==> config.mk <==
export PLATFORM = sky130hd
export DESIGN_NAME = rr_sched
export DESIGN_NICKNAME = d
export VERILOG_FILES = /design/src/rtl/rr_sched_pkg.sv /design/src/rtl/rr_pick.sv /design/src/rtl/rr_sched.sv
export SDC_FILE = /design/constraint.sdc
export NUM_CORES = 1
export LEC_CHECK = 0
export CORE_ASPECT_RATIO = 0.7
export CORE_MARGIN = 1.5
export CORE_UTILIZATION = 38
export CTS_CLUSTER_DIAMETER = 60
export DETAILED_ROUTE_END_ITERATION = 10
export GPL_TIMING_DRIVEN = 0
export MAX_ROUTING_LAYER = met4
export SLEW_MARGIN = 0
export SYNTH_ARGS = -nofsm -noshare
export SYNTH_HDL_FRONTEND = slang
export SYNTH_SLANG_ARGS = --single-unit
==> constraint.sdc <==
create_clock -name clk -period 7.8 [get_ports clk]
set_input_delay 1.56 -clock clk [delete_from_list [all_inputs] [get_ports clk]]
set_output_delay 1.56 -clock clk [all_outputs]
set_load 0.02 [all_outputs]
==> src/rtl/rr_sched_pkg.sv <==
// Shared types and helpers for the round-robin scheduler.
package rr_sched_pkg;

  // Scheduler phases: waiting, owner holds the resource, post-release gap.
  typedef enum logic [1:0] {
    StIdle,
    StGrant,
    StTurn
  } state_t;

  // Widest requester vector the helpers are sized for.
  localparam int unsigned MaxN    = 16;
  localparam int unsigned MaxIdxW = 4;

  // Index width for n requesters; never narrower than one bit.
  function automatic int unsigned rr_idx_w(input int unsigned n);
    return (n > 1) ? $clog2(n) : 1;
  endfunction

  // Encode a one-hot vector; OR-reduction avoids a priority chain.
  function automatic logic [MaxIdxW-1:0] rr_onehot2idx(input logic [MaxN-1:0] onehot);
    logic [MaxIdxW-1:0] idx;
    idx = '0;
    for (int unsigned i = 0; i < MaxN; i++) begin
      if (onehot[i]) begin
        idx = idx | MaxIdxW'(i);
      end
    end
    return idx;
  endfunction

endpackage

==> src/rtl/rr_pick.sv <==
// Rotate-priority picker: the first set request at or above ptr wins, wrapping to 0.
module rr_pick import rr_sched_pkg::*; #(
  parameter int unsigned N    = 3,
  parameter int unsigned IdxW = rr_idx_w(N)
) (
  input  logic [N-1:0]    req,
  input  logic [IdxW-1:0] ptr,
  output logic [N-1:0]    win,
  output logic            any
);

  logic            found;
  int unsigned     idx;
  logic [IdxW-1:0] sel;

  // Walk ptr, ptr+1, ..., N-1, 0, ... and keep only the first hit.
  always_comb begin
    win   = '0;
    found = 1'b0;
    idx   = 0;
    sel   = '0;
    for (int unsigned i = 0; i < N; i++) begin
      idx = 32'(ptr) + i;
      if (idx >= N) begin
        idx = idx - N;
      end
      sel = IdxW'(idx);
      if (!found && req[sel]) begin
        win[sel] = 1'b1;
        found    = 1'b1;
      end
    end
  end

  assign any = |req;

endmodule

==> src/rtl/rr_sched.sv <==
// Round-robin scheduler for N req/gnt masters with optional turnaround gap and
// tenure-overrun monitor.
module rr_sched import rr_sched_pkg::*; #(
  parameter int unsigned N          = 3,
  parameter int unsigned TURNAROUND = 0,
  parameter int unsigned MAX_HOLD   = 16
) (
  input  logic                 clk,
  input  logic                 rst,
  input  logic [N-1:0]         req,
  output logic [N-1:0]         gnt,
  output logic [$clog2(N)-1:0] gnt_id,
  output logic                 busy,
  output logic                 overrun
);

  localparam int unsigned IdxW  = rr_idx_w(N);
  localparam int unsigned HoldW = $clog2(MAX_HOLD + 1);
  localparam int unsigned TurnW = 4;

  localparam logic [HoldW-1:0] HoldMax  = HoldW'(MAX_HOLD);
  localparam logic [TurnW-1:0] TurnLoad = (TURNAROUND > 0) ? TurnW'(TURNAROUND - 1) : '0;

  state_t           state_q, state_d;
  logic [N-1:0]     gnt_q, gnt_d;
  logic [IdxW-1:0]  id_q, id_d;
  logic [IdxW-1:0]  ptr_q, ptr_d;
  logic [HoldW-1:0] hold_q, hold_d;
  logic [TurnW-1:0] turn_q, turn_d;
  // Set once the overrun pulse has fired for the current tenure.
  logic             ovr_done_q, ovr_done_d;

  logic [N-1:0]    pick_req;
  logic [N-1:0]    pick_win;
  logic            pick_any;
  logic [IdxW-1:0] pick_ptr;
  logic [IdxW-1:0] pick_idx;
  logic [IdxW-1:0] next_ptr;
  logic            grant_new;

  // Pointer the owner's release will install; also used for the direct handoff.
  assign next_ptr = (id_q == IdxW'(N - 1)) ? '0 : id_q + IdxW'(1);

  // During a tenure the picker already searches from the post-release pointer.
  assign pick_ptr = (state_q == StGrant) ? next_ptr : ptr_q;
  assign pick_req = req & ~gnt_q;

  rr_pick #(
    .N    (N),
    .IdxW (IdxW)
  ) u_pick (
    .req (pick_req),
    .ptr (pick_ptr),
    .win (pick_win),
    .any (pick_any)
  );

  assign pick_idx = IdxW'(rr_onehot2idx(MaxN'(pick_win)));

  assign gnt     = gnt_q;
  assign gnt_id  = id_q;
  assign busy    = (state_q == StGrant);
  assign overrun = (state_q == StGrant) && (hold_q == HoldMax) && (|(req & ~gnt_q)) &&
                   !ovr_done_q;

  // Next-state: arbitration, release handling, tenure and turnaround counting.
  always_comb begin
    state_d    = state_q;
    gnt_d      = gnt_q;
    id_d       = id_q;
    ptr_d      = ptr_q;
    hold_d     = hold_q;
    turn_d     = turn_q;
    ovr_done_d = ovr_done_q;
    grant_new  = 1'b0;

    unique case (state_q)
      StIdle: begin
        if (pick_any) begin
          grant_new = 1'b1;
        end
      end
      StGrant: begin
        if (!req[id_q]) begin
          gnt_d = '0;
          id_d  = '0;
          ptr_d = next_ptr;
          if (TURNAROUND == 0) begin
            if (pick_any) begin
              grant_new = 1'b1;
            end else begin
              state_d = StIdle;
            end
          end else begin
            state_d = StTurn;
            turn_d  = TurnLoad;
          end
        end else begin
          if (hold_q != HoldMax) begin
            hold_d = hold_q + HoldW'(1);
          end
          if (overrun) begin
            ovr_done_d = 1'b1;
          end
        end
      end
      StTurn: begin
        if (turn_q == '0) begin
          if (pick_any) begin
            grant_new = 1'b1;
          end else begin
            state_d = StIdle;
          end
        end else begin
          turn_d = turn_q - TurnW'(1);
        end
      end
      default: begin
        state_d = StIdle;
      end
    endcase

    // A new tenure counts its first grant cycle as 1.
    if (grant_new) begin
      state_d    = StGrant;
      gnt_d      = pick_win;
      id_d       = pick_idx;
      hold_d     = HoldW'(1);
      ovr_done_d = 1'b0;
    end
  end

  // State registers with synchronous reset; reset drops any grant immediately.
  always_ff @(posedge clk) begin
    if (rst) begin
      state_q    <= StIdle;
      gnt_q      <= '0;
      id_q       <= '0;
      ptr_q      <= '0;
      hold_q     <= '0;
      turn_q     <= '0;
      ovr_done_q <= 1'b0;
    end else begin
      state_q    <= state_d;
      gnt_q      <= gnt_d;
      id_q       <= id_d;
      ptr_q      <= ptr_d;
      hold_q     <= hold_d;
      turn_q     <= turn_d;
      ovr_done_q <= ovr_done_d;
    end
  end

endmodule

Yosys cells after proc, flatten, opt, wreduce, memory -nomap -nowiden
Index checks and enable logic that the tools add are counted.
- output and inout bits: 7
- word-level logic and storage cells: 116
- memory bits (writable): 0
- bits of input ports: 5
- memory bits (read-only): 0
- memories kept: 0
- bits in latches: 0
- flip-flop bits (word level): 19
- order comparisons: 10
- shifts and indexed selects: 0
- $add $sub $neg: 8
- $mul: 0
- bitwise gates (word level): 7
- reductions and logical operators: 26
- eq/ne operators: 11
- mux-type cells: 45
- divide/modulo/power cells: 0
- operators with widths (cell ; number):
    $mux W2 ; 12
    $mux W1 ; 18
    $mux W3 ; 6
    $reduce_and A3 Y1 ; 5
    $lt A2 B3 Y1 const B ; 4
    $bmux W1 S2 ; 4
    $logic_and A1 B1 Y1 ; 8
    $ne A2 B2 Y1 const B ; 4
    $demux W1 S2 ; 3
    $ge A2 B1 Y1 const B ; 3
    $ge A3 B2 Y1 const B ; 2
    $ne A3 B3 Y1 const B ; 2
    $or A3 B3 Y3 ; 2
    $pmux W2 S3 ; 1
    $reduce_and A2 Y1 ; 3
    $reduce_bool A2 Y1 ; 3
    $sub A2 B2 Y2 const B ; 3
    $add A5 B1 Y5 const B ; 1
    $eq A5 B5 Y1 const B ; 1
    $ne A5 B5 Y1 const B ; 1
    $eq A2 B2 Y1 const B ; 2
    $logic_not A4 Y1 ; 1
    $sub A4 B1 Y4 const B ; 1
    $add A2 B1 Y3 const B ; 1
    12 further kinds ; 16

Logic depth before layout (Yosys ltp)
Gate-level depths: netlist of the first run.
- depth after elaboration: 17
- mapped depth: 9
- mapped depth without buffers: 9

Cells and area by module
Synthesis of the first run repeated with hierarchy kept, for this count alone.
- cell total of the unflattened synthesis: 124
- area total of the unflattened synthesis: 1006.0 sq um
- modules (own cells, without submodules) (module ; area each (sq um) ; instances ; cells each ; seq. area each (sq um)):
    rr_sched ; 740.7 ; 1 ; 89 ; 240.2
    rr_pick ; 265.3 ; 1 ; 35 ; 0.0

Least setup slack after synthesis of the first run
No wires, ideal clock.
- path kind: input port to output port
- start: input req[0]
- end: output overrun
- cell stages on the path: 4
- data required time: 6.240 ns
- slack: 3.653 ns
- buffers on the path: 1
- arrival: 2.587 ns
- cell sequence: or2b_1 -> and3_1 -> buf_2 -> nor4_2
- word-level cells in the longest chain between the ends: 4
- ends and longest elaborated chain (item ; line ; RTL):
    start, declared ; rr_sched.sv:10 ; input logic [N-1:0] req,
    $and A3 B3 Y3 ; rr_sched.sv:63 ; assign overrun = (state_q == StGrant) && (hold_q == HoldMax) && (|(req & ~gnt_q)) &&
    $reduce_or A3 Y1 ; rr_sched.sv:63 ;
    $logic_and A1 B1 Y1 (2 in series) ; rr_sched.sv:63 ;
    end, declared ; rr_sched.sv:14 ; output logic overrun
Every way passes these cells.

Worst setup path after layout of the first run
Ends and elaborated chain as after synthesis.

==> results of run 1 <==
==> area by class of cell <==
type / instances / area, µm² / share of cell area
repair buffers: 11 / 110 / 0.103
multi-input cells: 78 / 588 / 0.548
plain buffers: 6 / 31.3 / 0.0292
clock buffers: 4 / 36.3 / 0.0338
flip-flops and latches: 12 / 240 / 0.224
well taps: 32 / 40.0 / 0.0373
inverters: 7 / 26.3 / 0.0245
==> sequential cells by signal, indices dropped and copies added, names as in the netlist <==
| name | flops |
|---|---|
| gnt | 3 |
| state_q | 1 |
| ptr_q | 2 |
| ovr_done_q | 1 |
| hold_q | 5 |
==> worst max-delay path by stage <==
stage	to	slack, ns	cells after the start	startpoint
finish	overrun	2.66	6	req[0]
detailed placement	overrun	2.70	6	req[0]
CTS	overrun	2.67	6	req[0]
global placement	overrun	2.67	6	req[0]
floorplan	overrun	3.65	4	req[0]
global route	overrun	2.55	6	req[0]
==> power breakdown <==
group / total, W / switching (W) / internal [W]
combinational: 0.000239 / 0.000124 / 0.000115
sequential: 0.0000910 / 0.0000178 / 0.0000732
clock: 0.0000502 / 0.0000218 / 0.0000284
total: 0.000380 / 0.000163 / 0.000217
==> metrics by stage <==
step	hold WS (ns)	worst slack [ns]	utilization
after global placement	0.475	2.67	0.477
after global routing	0.526	2.55	0.494
after CTS	0.505	2.67	0.494
after floorplan	0.456	3.65	-
after detailed placement	0.486	2.70	0.477
final	0.502	2.66	0.494
==> cells in the mapped netlist (2+ instances only) <==
master	count	area share
nor2_1	12	0.051
and3_1	2	0.014
or2b_1	3	0.025
nand2b_1	2	0.014
a21oi_1	5	0.028
and2_1	2	0.014
nand3_1	4	0.023
ha_1	6	0.085
buf_4	2	0.017
dfxtp_1	12	0.27
nand2_1	4	0.017
mux2i_1	7	0.079
clkbuf_1	3	0.013
nor3_1	2	0.011
nand4bb_1	3	0.038
xor2_1	2	0.020
inv_1	7	0.030
nand3b_1	3	0.025
==> cells by family after synthesis <==
group	count (synthesis)	synth area share
flops	12	0.271
xor+xnor	2	0.0198
fa+ha+maj	6	0.0847
compound gates	18	0.167
simple gates	44	0.301
mux	8	0.0918
buf+inv	13	0.0650
==> critical path: stages <==
cell and delay (ns):
clkdlybuf4s50_1 0.50, or2b_1 0.25, and3_1 0.18, buf_2 0.16
nor4_2 0.27, clkdlybuf4s50_1 0.66
==> layout by cell type, fill, tap and decap left out, drive strengths merged, types with 2 or more instances in the layout <==
cell type / instances
nor3: 2
nand4bb: 3
or2b: 3
and2: 2
mux2i: 7
nand2b: 2
inv: 7
nand2: 4
and3: 2
xor2: 2
a21oi: 6
clkbuf: 7
a32o: 2
o21ai: 3
nor2: 12
buf: 3
dfxtp: 12
o221a: 2
ha: 6
nand3: 4
clkdlybuf4s50: 11
nand3b: 3
==> routing by layer <==
layer | vias up | track usage | routed length [µm]
met5 | - | - | 0
met4 | 0 | 0.0522 | 28
met3 | 4 | 0.0478 | 88
met2 | 16 | 0.194 | 705
met1 | 334 | 0.256 | 1060
li1 | 398 | - | -
==> results.yml, run 1 <==
sta:
  fin_crit_ns: 5.14
  rsz0062_at_grt: "no"
  fmax_mhz: 195
  tightest_slew_ns: 0.471
  clock_skew_ns: 0.00372
  finalMaxSlewViolations: 0
  final-hold-violation-count: 0
  setup_tns_ns: 0
  min_period_over_period: 0.659
  relSlewSlack: 0.686
  setup_viol: 0
placed_design:
  dp_hpwl_mm: 1.47
  postPlaceCellArea_um2: 1040
  place_inst: 146
  port_buffers: 11
  globalplace.congestion: 0.799
worst_setup_path:
  r2r-start: "state_q[0]$_SDFFE_PP0P_"
  path_class: "in2out"
  startpoint_type: "input pin"
  r2r-end: "gnt[0]$_SDFFE_PP0P_"
  crit_arrival_ns: 3.58
  reg2reg_depth: 9
  endpoint_kind: "primary output"
  required_ns: 6.24
  rrSetupSlack_ns: 5.00
  cp_max_fo: 6
job:
  max_cap_viol_count: 0
grt:
  grt_max_degree: 11
  grt.total_usage: 0.163
  grt_pass1_vias: 685
  antenna_found_initial: 0
  grt_overflow_total: 0
  grt_pass1_wl_mm: 3.10
clock_tree:
  clk_latency_ns: 0.28
  cts_tree: "built"
  htree_levels: 1
  clock_path_buffers: 2
  cts_resized: 0
  cts.sinks: 12
  cts.clk_slew.worst_paths_ns: 0.08
  hold_buffers: 0
  cts_setup_buffers: 0
  cts_buffers: 3
  cts-root-buf: "clkbuf_4"
final_layout:
  fin_nets: 130
  final_cell_area_um2: 1070
  num-fill-cells: 228
  num_antenna_cells: 0
  drive_gt1_frac: 0.127
  layoutNonFillerInstCount: 150
  syn_to_final_growth_pct: 21.0
die:
  dieArea_um2: 2630
  start_util: 0.408
  die_h_um: 43.4
  die_w_um: 60.7
  core-area_um2: 2170
  ioPinCount: 12
  rows: 14
min_path:
  holdPathEnd: "ovr_done_q$_SDFFE_PP0P_"
  hp-class: "reg2reg"
  min_from: "ovr_done_q$_SDFFE_PP0P_"
  holdPathStages: 2
synthesis:
  synth_seq_cells: 12
  synthCells: 103
  synth_ff_type: "dfxtp_1"
  synth.avg_cell_area_um2: 8.60
  synthesis.area_um2: 886
  synth_edf_count: 0
  syn_nets: 114
  synth.distinct_cells: 40
  yosysSeqAreaShare: 0.271
  async_reset_ff_frac: 0
  yosys_warnings: 0
power_and_ir_drop:
  power_density_nw_per_um2: 355
  power_w: 0.000380
  p_leak_nw: 0.446
  max-vdd-ir-drop_v: 0.000145
detailed_routing:
  firstDrtPassIters: 4
  vias: 752
  drt_iter0_drc: 25
  postRouteWirelength_mm: 1.88
  via_per_inst: 5.01
  drtAntennaViolNets: 0
  routedWlPerCell_um: 12.6
  drc: 0
outcome:
  run_status: "complete, no violations"
Power figures use the tool's default switching activity.
==> run 2, diff against run 1 <==
==> constraint.sdc (replaced) <==
create_clock -name clk -period 5.39 [get_ports clk]
set_input_delay 1.078 -clock clk [delete_from_list [all_inputs] [get_ports clk]]
set_output_delay 1.078 -clock clk [all_outputs]
set_load 0.02 [all_outputs]
==> results of run 2 <==
The final DEF is identical to that of run 1. Status: complete, no violations.
Main changes from that run: setup slack after placement 2.70 ns -> 1.25 ns; setup slack after layout 2.66 ns -> 1.21 ns; register-to-register setup slack 5.00 ns -> 2.59 ns; total power 0.000380 W -> 0.000550 W; worst IR drop on VDD 0.000145 V -> 0.000210 V
